`config.mk`:
```
export PLATFORM = sky130hd
export DESIGN_NAME = matrix_opposite_sequencer
export DESIGN_NICKNAME = d
export VERILOG_FILES = /design/src/rtl/matrix_opposite_sequencer.sv
export SDC_FILE = /design/constraint.sdc
export NUM_CORES = 1
export LEC_CHECK = 0
export ABC_AREA = 0
export CAP_MARGIN = 25
export CORE_UTILIZATION = 57
export CTS_CLUSTER_SIZE = 28
export DETAILED_ROUTE_END_ITERATION = 8
export PLACE_DENSITY = 0.82
export SETUP_SLACK_MARGIN = 0.1
export SLEW_MARGIN = 25
export SYNTH_ARGS = -nofsm -noshare
export SYNTH_HDL_FRONTEND = slang
export SYNTH_SLANG_ARGS = --single-unit
export TNS_END_PERCENT = 5
```
`constraint.sdc`:
```
create_clock -name i_clk -period 3.8 [get_ports i_clk]
set_input_delay 0.76 -clock i_clk [delete_from_list [all_inputs] [get_ports i_clk]]
set_output_delay 0.76 -clock i_clk [all_outputs]
set_load 0.05 [all_outputs]
```
`src/rtl/matrix_opposite_sequencer.sv`:
```
// Matrix-opposite sequencer: loads an NxN signed byte matrix, negates all 25 buffer
// elements in one cycle, stores the NxN result back. OPPOSITE_SAT_EN selects saturating negation.
`timescale 1ns/1ps
module matrix_opposite_sequencer #(
  parameter int ADDR_W = 8
) (
  input  logic              i_clk,
  input  logic              i_rst_n,
  input  logic              i_start,
  input  logic [2:0]        i_size,
  input  logic [ADDR_W-1:0] i_src_addr,
  input  logic [ADDR_W-1:0] i_dst_addr,
  output logic              o_mem_rd_en,
  output logic              o_mem_wr_en,
  output logic [ADDR_W-1:0] o_mem_addr,
  output logic [7:0]        o_mem_wr_data,
  input  logic [7:0]        i_mem_rd_data,
  output logic              o_busy,
  output logic              o_done,
  output logic              o_err,
  output logic              o_ovf,
  output logic [199:0]      o_result_flat
);

  typedef enum logic [2:0] {
    S_IDLE    = 3'd0,
    S_LOAD    = 3'd1,
    S_DRAIN   = 3'd2,
    S_COMPUTE = 3'd3,
    S_STORE   = 3'd4,
    S_DONE    = 3'd5
  } state_t;

  state_t            r_state;
  state_t            w_state_next;

  logic [2:0]        r_size;
  logic [4:0]        r_n;
  logic [4:0]        r_k;
  logic [2:0]        r_row;
  logic [2:0]        r_col;
  logic [ADDR_W-1:0] r_src;
  logic [ADDR_W-1:0] r_dst;
  logic              r_err;
  logic              r_cap_vld;
  logic [4:0]        r_cap_pos;
  logic [199:0]      r_buf;
  logic [199:0]      r_result_flat;

  logic              w_size_ok;
  logic              w_accept;
  logic              w_last;
  logic [4:0]        w_pos;
  logic [4:0]        w_n_new;
  logic [ADDR_W-1:0] w_k_ext;
  logic [199:0]      w_neg_flat;

  assign w_size_ok = (i_size != 3'd0) && (i_size <= 3'd5);
  assign w_accept  = (r_state == S_IDLE) && i_start;
  assign w_last    = (r_k == (r_n - 5'd1));
  // Position of the current element inside the fixed 5x5 buffer.
  assign w_pos     = ({2'b00, r_row} * 5'd5) + {2'b00, r_col};
  assign w_n_new   = {2'b00, i_size} * {2'b00, i_size};
  assign w_k_ext   = ADDR_W'(r_k);

  // State register
  always_ff @(posedge i_clk or negedge i_rst_n) begin
    if (!i_rst_n) begin
      r_state <= S_IDLE;
    end else begin
      r_state <= w_state_next;
    end
  end

  // Next-state logic
  always_comb begin
    w_state_next = r_state;
    case (r_state)
      S_IDLE:    if (i_start) w_state_next = w_size_ok ? S_LOAD : S_DONE;
      S_LOAD:    if (w_last) w_state_next = S_DRAIN;
      S_DRAIN:   w_state_next = S_COMPUTE;
      S_COMPUTE: w_state_next = S_STORE;
      S_STORE:   if (w_last) w_state_next = S_DONE;
      S_DONE:    w_state_next = S_IDLE;
      default:   w_state_next = S_IDLE;
    endcase
  end

  // Output logic
  always_comb begin
    o_mem_rd_en   = 1'b0;
    o_mem_wr_en   = 1'b0;
    o_mem_addr    = '0;
    o_mem_wr_data = 8'h00;
    case (r_state)
      S_LOAD: begin
        o_mem_rd_en = 1'b1;
        o_mem_addr  = r_src + w_k_ext;
      end
      S_STORE: begin
        o_mem_wr_en   = 1'b1;
        o_mem_addr    = r_dst + w_k_ext;
        o_mem_wr_data = r_result_flat[{w_pos, 3'b000} +: 8];
      end
      default: ;
    endcase
    o_busy = (r_state != S_IDLE);
    o_done = (r_state == S_DONE);
    o_err  = (r_state == S_DONE) && r_err;
  end

  // Command latch and element walk (k, row, col) shared by LOAD and STORE.
  always_ff @(posedge i_clk or negedge i_rst_n) begin
    if (!i_rst_n) begin
      r_size    <= 3'd0;
      r_n       <= 5'd0;
      r_k       <= 5'd0;
      r_row     <= 3'd0;
      r_col     <= 3'd0;
      r_src     <= '0;
      r_dst     <= '0;
      r_err     <= 1'b0;
      r_cap_vld <= 1'b0;
      r_cap_pos <= 5'd0;
    end else begin
      // Read data lags the request by one cycle; remember where it belongs.
      r_cap_vld <= (r_state == S_LOAD);
      r_cap_pos <= w_pos;
      if (w_accept) begin
        r_err <= !w_size_ok;
        r_k   <= 5'd0;
        r_row <= 3'd0;
        r_col <= 3'd0;
        if (w_size_ok) begin
          r_size <= i_size;
          r_n    <= w_n_new;
          r_src  <= i_src_addr;
          r_dst  <= i_dst_addr;
        end
      end else if ((r_state == S_LOAD) || (r_state == S_STORE)) begin
        if (w_last) begin
          r_k   <= 5'd0;
          r_row <= 3'd0;
          r_col <= 3'd0;
        end else begin
          r_k <= r_k + 5'd1;
          if (r_col == (r_size - 3'd1)) begin
            r_col <= 3'd0;
            r_row <= r_row + 3'd1;
          end else begin
            r_col <= r_col + 3'd1;
          end
        end
      end
    end
  end

  // Operand buffer: cleared on a legal command so unused entries stay zero.
  always_ff @(posedge i_clk or negedge i_rst_n) begin
    if (!i_rst_n) begin
      r_buf <= '0;
    end else if (w_accept && w_size_ok) begin
      r_buf <= '0;
    end else if (r_cap_vld) begin
      r_buf[{r_cap_pos, 3'b000} +: 8] <= i_mem_rd_data;
    end
  end

`ifdef OPPOSITE_SAT_EN
  logic [24:0] w_is_min;
  logic        r_ovf;
`endif

  generate
    for (genvar gi = 0; gi < 25; gi++) begin : g_neg
`ifdef OPPOSITE_SAT_EN
      assign w_is_min[gi] = (r_buf[gi*8 +: 8] == 8'h80);
      assign w_neg_flat[gi*8 +: 8] = w_is_min[gi] ? 8'h7F : (~r_buf[gi*8 +: 8] + 8'd1);
`else
      assign w_neg_flat[gi*8 +: 8] = ~r_buf[gi*8 +: 8] + 8'd1;
`endif
    end
  endgenerate

  always_ff @(posedge i_clk or negedge i_rst_n) begin
    if (!i_rst_n) begin
      r_result_flat <= '0;
    end else if (r_state == S_COMPUTE) begin
      r_result_flat <= w_neg_flat;
    end
  end

  assign o_result_flat = r_result_flat;

`ifdef OPPOSITE_SAT_EN
  always_ff @(posedge i_clk or negedge i_rst_n) begin
    if (!i_rst_n) begin
      r_ovf <= 1'b0;
    end else if (w_accept) begin
      r_ovf <= 1'b0;
    end else if (r_state == S_COMPUTE) begin
      r_ovf <= |w_is_min;
    end
  end
  assign o_ovf = r_ovf;
`else
  assign o_ovf = 1'b0;
`endif

endmodule

```
==> results of run 1 <==
## worst register-to-register path, cell delays in order (launching register included)
cell and delay [ns]:
dfrtp_1 0.65, inv_1 0.15, ha_1 0.45, nor2_1 0.16, and2_1 0.47, nand3_1 0.63, mux2i_1 0.41, nor2_1 0.07
## report_power, final
part	total [mW]	internal, mW	switching, mW
Combinational	12.4	4.78	7.65
Clock	4.75	2.80	1.96
Sequential	7.25	5.78	1.48
## what timing repair did
item / 4_1_cts / 5_1_grt
gates resized for setup: 70 / 8
buffers inserted: 5 / 1
pin swaps: 21 / 8
cloned: 2 / 0
setup endpoints to repair: 13 / 13
## synthesized netlist by cell type (24+ instances only)
cell / number / share of area
a21oi_1: 80 / 0.017
and3_1: 24 / 0.0065
buf_2: 44 / 0.0095
clkbuf_1: 77 / 0.012
dfrtp_1: 443 / 0.48
ha_1: 48 / 0.026
inv_1: 74 / 0.012
mux2_2: 41 / 0.020
mux2i_1: 108 / 0.047
mux4_2: 48 / 0.047
nand2_1: 357 / 0.058
nand3_1: 89 / 0.019
nor2_1: 154 / 0.025
nor3_1: 69 / 0.015
o21ai_0: 233 / 0.050
xnor2_1: 77 / 0.029
xor2_1: 89 / 0.034
## metal layers
metal | global-route usage | vias up | wire length [µm]
met5 | 0 | - | 0
met4 | 0.1966 | 0 | 4498
met3 | 0.07319 | 299 | 7628
met2 | 0.5739 | 1234 | 34720
met1 | 0.4877 | 9531 | 28570
li1 | - | 8516 | -
## cell families (layout without fill, tap and decap cells)
kind of cell,Yosys count,in the layout,share of synthesized area
mux,197,197,0.1134
fa+ha+maj,50,50,0.02770
simple gates,834,834,0.1708
flops,443,443,0.4793
compound gates,404,404,0.1017
xor+xnor,168,168,0.06492
other cells,1,1,0.0001621
buf+inv,219,487,0.04198
## state kept, by name (all words and copies together) (netlist names)
| name | count |
|---|---|
| o_result_flat | 200 |
| r_k | 5 |
| r_size | 3 |
| r_buf | 200 |
| r_dst | 8 |
| r_cap_vld | 1 |
| r_err | 1 |
| r_col | 3 |
| r_src | 8 |
| r_row | 3 |
| r_n | 3 |
| r_state | 3 |
| r_cap_pos | 5 |
## cell type report
class,count,area [µm²],area share
Multi-Input combinational cell,1654,11430,0.4021
Tap cell,525,656.9,0.02312
Clock buffer,67,1374,0.04835
Inverter,76,290.3,0.01022
Clock inverter,19,220.2,0.007750
Timing Repair Buffer,325,3362,0.1183
Sequential cell,443,11090,0.3901
## stage by stage
stage	util	setup slack [ns]	total power, mW
after CTS	0.7111	-0.2925	24.20
after floorplan	-	-0.1660	14.80
final	0.7119	-0.3399	24.44
after global routing	0.7119	-0.3920	25.43
after detailed placement	0.6597	-0.02159	18.89
after global placement	0.6597	-0.01035	18.62
## cells in the final DEF, fill, tap and decap left out, types with 9 or more instances in the layout
| cell type | n |
|---|---|
| a21oi_1 | 75 |
| a22o_1 | 15 |
| a32o_1 | 9 |
| and2_1 | 21 |
| and3_1 | 24 |
| buf_12 | 20 |
| buf_4 | 58 |
| buf_6 | 11 |
| clkbuf_1 | 10 |
| clkbuf_16 | 49 |
| clkdlybuf4s50_1 | 233 |
| clkinv_2 | 9 |
| dfrtp_1 | 443 |
| ha_1 | 43 |
| inv_1 | 72 |
| mux2_2 | 41 |
| mux2i_1 | 100 |
| mux4_2 | 48 |
| nand2_1 | 356 |
| nand3_1 | 89 |
| nand3b_1 | 19 |
| nand4_1 | 10 |
| nor2_1 | 154 |
| nor2b_1 | 13 |
| nor3_1 | 69 |
| nor4_1 | 10 |
| nor4b_1 | 11 |
| o21ai_0 | 223 |
| o31ai_1 | 16 |
| or4_1 | 12 |
| xnor2_1 | 77 |
| xor2_1 | 88 |
## worst max path at each step
stage	start	slack, ns	end	cells after the start
after floorplan	r_state[1]	-0.17	o_mem_addr[6]	12
after global placement	r_row[0]	-0.01	o_mem_wr_data[7]	10
after detailed placement	r_row[0]	-0.02	o_mem_wr_data[3]	9
after CTS	r_row[2]	-0.29	o_mem_wr_data[7]	12
after global routing	r_row[2]	-0.39	o_mem_wr_data[7]	12
final	r_row[2]	-0.34	o_mem_wr_data[7]	12
==> reports/qor.txt, run 1 <==
Worst Path Max Fanout: 5
Ys Warns: 0
CTS sink count: 443
largest net degree at the start of global routing: 115
Syn Nets: 2396
Tightest Hold Check Type: primary input to asynchronous set/reset pin
crit-path cells: ha_4 > ha_4 > inv_2 > fa_2 > buf_12 > buf_12 > mux4_2 > nand2_2 > nand2_1 > a32oi_2 > o21ai_2 > buf_6
total track usage: 0.3680
Design Area, Final: 28420 µm²
total number of vias: 19.58k
area post-placement: 26330 µm²
Max Cap Viol: 0
die height: 203.4 µm
total routed wirelength: 75420 µm
CP arrival: 3.38 ns
outcome: finished, violations left
Ports: 252
Post-CTS Hold Fix Bufs: 0
WS Path Type: register to output port
drt pass-1 iters: 7
CP max stage delay: 0.54 ns
unique cell type count in the Yosys netlist: 71
flops & latches, synth: 443
WL/cell: 24.26 µm
R2R Setup Slk: 0.69 ns
Crit-path slowest cell: fa_2
Synth Flop Type: dfrtp_1
final hold violations: 0
RSZ-0062 raised after global routing: true
placed cell count: 3015
CP bufs+invs: 4
register area share after synthesis: 0.4793
Mean Syn Cell Area: 9.986 µm²
first-pass GRT wire length: 114300 µm
clk buf depth: 3
initial antenna violation count: 1
dpl hpwl: 54160 µm
DIE AREA: 41380 µm²
fraction of registers with async set/reset: 1.000
GP Congestion: 1.001
Initial DRC Count: 2364
CTS tree: built
CTS root buffer: clkbuf_16
Leak: 12.92 nW
Final setup violation count: 11
Initial Utilization: 0.5794
Slew @ Worst Pin: 0.9868 ns
reg2reg end: r_buf[102]
grt ovf: 0
# fillers: 2818
Slew HR: 0.3421
fin crit period: 4.140 ns
CP Data Required Time: 3.04 ns
antenna fix cells: 0
clk slew on worst S/H paths: 0.07 ns
f_max: 0.2416 GHz
Max Clock Skew: 0.01894 ns
port bufs: 250
core area: 39910 µm²
Post-synth EDFFs: 0
fin cells: 3109
maximum VDD drop: 0.5419 mV
delay-heaviest family, CP: adder cells
vias in the first global route: 18.91k
number of vias per cell: 6.298
# nets final: 2628
final setup margin: -0.3399 ns
synthesized instance count: 2316
DRC errors left: 0
Num CTS Buffers: 48
proportion of layout cells with a drive suffix above 1: 0.1308
RR Startpoint: r_cap_pos[1]
Synth-to-Final Area Change: 22.87%
hold slack: 0.2418 ns
Final ANT Viol Nets: 0
Startpoint Class: register
failing checks: setup timing
htree depth: 2
Reg2Reg Depth: 7
CP endpoint kind: output port
Final period util: 1.089
mapped cell area: 23130 µm²
Worst-Skew Late Latency: 0.59 ns
P per Cell Area: 860.0 nW/µm²
setup total negative slack: -2.756 ns
final slew viol count: 0
row cnt: 73
Die W: 203.4 µm
Note: power is estimated with default switching activity, not from simulation.
==> run 2: changes to the inputs <==
--- a/config.mk
+++ b/config.mk
@@ -7,11 +7,13 @@
 export LEC_CHECK = 0
 export ABC_AREA = 0
 export CAP_MARGIN = 25
+export CORE_MARGIN = 2
 export CORE_UTILIZATION = 57
 export CTS_CLUSTER_SIZE = 28
 export DETAILED_ROUTE_END_ITERATION = 8
 export PLACE_DENSITY = 0.82
 export SETUP_SLACK_MARGIN = 0.1
+export SKIP_CTS_REPAIR_TIMING = 1
 export SLEW_MARGIN = 25
 export SYNTH_ARGS = -nofsm -noshare
 export SYNTH_HDL_FRONTEND = slang
==> reports/qor.txt, run 2 (synthesized netlist as in run 1, its figures left out) <==
outcome: finished, violations left (unchanged)
failing checks: setup timing (unchanged)
worst setup path endpoint: o_mem_wr_data[7] (unchanged)
crit-path cells: ha_1 > ha_2 > inv_2 > fa_2 > buf_12 > clkbuf_16 > mux4_2 > nand2_1 > nand2_1 > a32oi_2 > o21ai_2 > buf_6 (was ha_4 > ha_4 > inv_2 > fa_2 > buf_12 > buf_12 > mux4_2 > nand2_2 > nand2_1 > a32oi_2 > o21ai_2 > buf_6)
final hold violations: 0 (unchanged)
Tightest Hold Check Type: primary input to asynchronous set/reset pin (unchanged)
WL/cell: 24.02 µm (was 24.26 µm)
initial antenna violation count: 0 (was 1)
fin cells: 3104 (was 3109)
WS Path Type: register to output port (unchanged)
Crit-path slowest cell: fa_2 (unchanged)
CP dominant cell by count: nand2_1
# fillers: 2813 (was 2818)
Ports: 252 (unchanged)
Design Area, Final: 28290 µm² (was 28420 µm²)
setup total negative slack: -2.333 ns (was -2.756 ns)
htree depth: 2 (unchanged)
Startpoint Class: register (unchanged)
CP endpoint kind: output port (unchanged)
total number of vias: 19.43k (was 19.58k)
final slew viol count: 0 (unchanged)
Initial Utilization: 0.5794 (unchanged)
# nets final: 2630 (was 2628)
reg2reg end: r_buf[93] (was r_buf[102])
f_max: 0.2412 GHz (was 0.2416 GHz)
Worst Path Max Fanout: 6 (was 5)
RSZ-0062 raised after global routing: true (unchanged)
Reg2Reg Depth: 7 (unchanged)
Leak: 12.88 nW (was 12.92 nW)
Max Cap Viol: 0 (unchanged)
first-pass GRT wire length: 111500 µm (was 114300 µm)
CTS root buffer: clkbuf_16 (unchanged)
P per Cell Area: 852.8 nW/µm² (was 860.0 nW/µm²)
CTS tree: built (unchanged)
largest net degree at the start of global routing: 112 (was 115)
most frequent cells in the layout: 443 x dfrtp_1, 357 x nand2_1, 233 x clkdlybuf4s50_1 (was 443 x dfrtp_1, 356 x nand2_1, 233 x clkdlybuf4s50_1)
Slew @ Worst Pin: 0.8579 ns (was 0.9868 ns)
CP max stage delay: 0.58 ns (was 0.54 ns)
RR Startpoint: r_cap_pos[1] (unchanged)
CP arrival: 3.39 ns (was 3.38 ns)
vias in the first global route: 18.82k (was 18.91k)
Die W: 205.4 µm (was 203.4 µm)
Worst-Skew Late Latency: 0.59 ns (about the same)
Max Clock Skew: 0.01925 ns (was 0.01894 ns)
number of vias per cell: 6.258 (was 6.298)
DIE AREA: 42200 µm² (was 41380 µm²)
clk buf depth: 3 (unchanged)
most common cell after layout, fill and taps aside: dfrtp_1 (unchanged)
drt pass-1 iters: 7 (unchanged)
CTS sink count: 443 (unchanged)
grt ovf: 0 (unchanged)
DRC errors left: 0 (unchanged)
maximum VDD drop: 0.5516 mV (was 0.5419 mV)
Num CTS Buffers: 46 (was 48)
final setup margin: -0.3458 ns (was -0.3399 ns)
Core Util, Final: 0.7088 (was 0.7119)
port bufs: 250 (unchanged)
fin crit period: 4.146 ns (was 4.140 ns)
Final period util: 1.091 (was 1.089)
GP Congestion: 0.9981 (was 1.001)
hold slack: 0.1930 ns (was 0.2418 ns)
row cnt: 73 (unchanged)
CP Data Required Time: 3.04 ns (about the same)
Synth-to-Final Area Change: 22.32% (was 22.87%)
total routed wirelength: 74560 µm (was 75420 µm)
antenna fix cells: 0 (unchanged)
die height: 205.4 µm (was 203.4 µm)
total track usage: 0.3528 (was 0.3680)
Final setup violation count: 10 (was 11)
core area: 39910 µm² (unchanged)
Initial DRC Count: 2314 (was 2364)
Final ANT Viol Nets: 0 (unchanged)
proportion of layout cells with a drive suffix above 1: 0.1291 (was 0.1308)
area post-placement: 26370 µm² (was 26330 µm²)
Slew HR: 0.4281 (was 0.3421)
dpl hpwl: 54290 µm (was 54160 µm)
CP Launch Point: r_row[1] (was r_row[2])
placed cell count: 3019 (was 3015)
clk slew on worst S/H paths: 0.06 ns (was 0.07 ns)
R2R Setup Slk: 0.66 ns (was 0.69 ns)
## run 2: cell type report
cell class | count | area (µm²) | share of cell area
Clock buffer | 68 | 1345 | 0.04755
Clock inverter | 9 | 126.4 | 0.004467
Sequential cell | 443 | 11090 | 0.3919
Multi-Input combinational cell | 1654 | 11410 | 0.4033
Timing Repair Buffer | 329 | 3374 | 0.1193
Tap cell | 525 | 656.9 | 0.02322
Inverter | 76 | 291.5 | 0.01031
## run 2: worst max-delay path: cells and delay by family, from the launching register on
family                     cells  cell delay [ns]
AOI/OAI and AO/OA              2             0.36
adders and majority gates      3             1.06
buffers and inverters          4             0.50
DFF                            1             0.41
muxes                          1             0.30
and+or+nand+nor                2             0.17
## run 2: power breakdown
part	leakage (nW)	internal [mW]	switching, mW
sequential	6.07	5.78	1.44
combinational	6.08	4.74	7.65
clock	0.721	2.64	1.87
total	12.9	13.2	11.0
## run 2: worst min-delay path by stage
stage          slack [ns]      from  cells after the start    endpoint
6_report             0.19   i_rst_n                      1  r_buf[165]
3_3_place_gp         0.46  r_dst[4]                      2    r_dst[4]
2_1_floorplan        0.44  r_dst[0]                      2    r_dst[0]
5_1_grt              0.25   i_rst_n                      1  r_buf[198]
4_1_cts              0.22   i_rst_n                      1  r_buf[162]
3_5_place_dp         0.46  r_src[6]                      2    r_src[6]
## run 2: layer usage
| metal | GRT usage | vias to the layer above | wire (µm) | share of wire |
|---|---|---|---|---|
| li1 | - | 8503 | - | - |
| met1 | 0.4709 | 9571 | 28720 | 0.39 |
| met2 | 0.5612 | 1097 | 34890 | 0.47 |
| met3 | 0.06066 | 252 | 6979 | 0.094 |
| met4 | 0.1737 | 2 | 3919 | 0.053 |
| met5 | 0.009524 | - | 47 | 0.00063 |
## run 2: per-stage QoR
step	setup WS (ns)	power (mW)
after floorplan	-0.1660	14.80
after global placement	0.07949	18.60
after detailed placement	0.04637	18.87
after CTS	-0.5790	23.42
after global routing	-0.4356	25.15
final	-0.3458	24.12
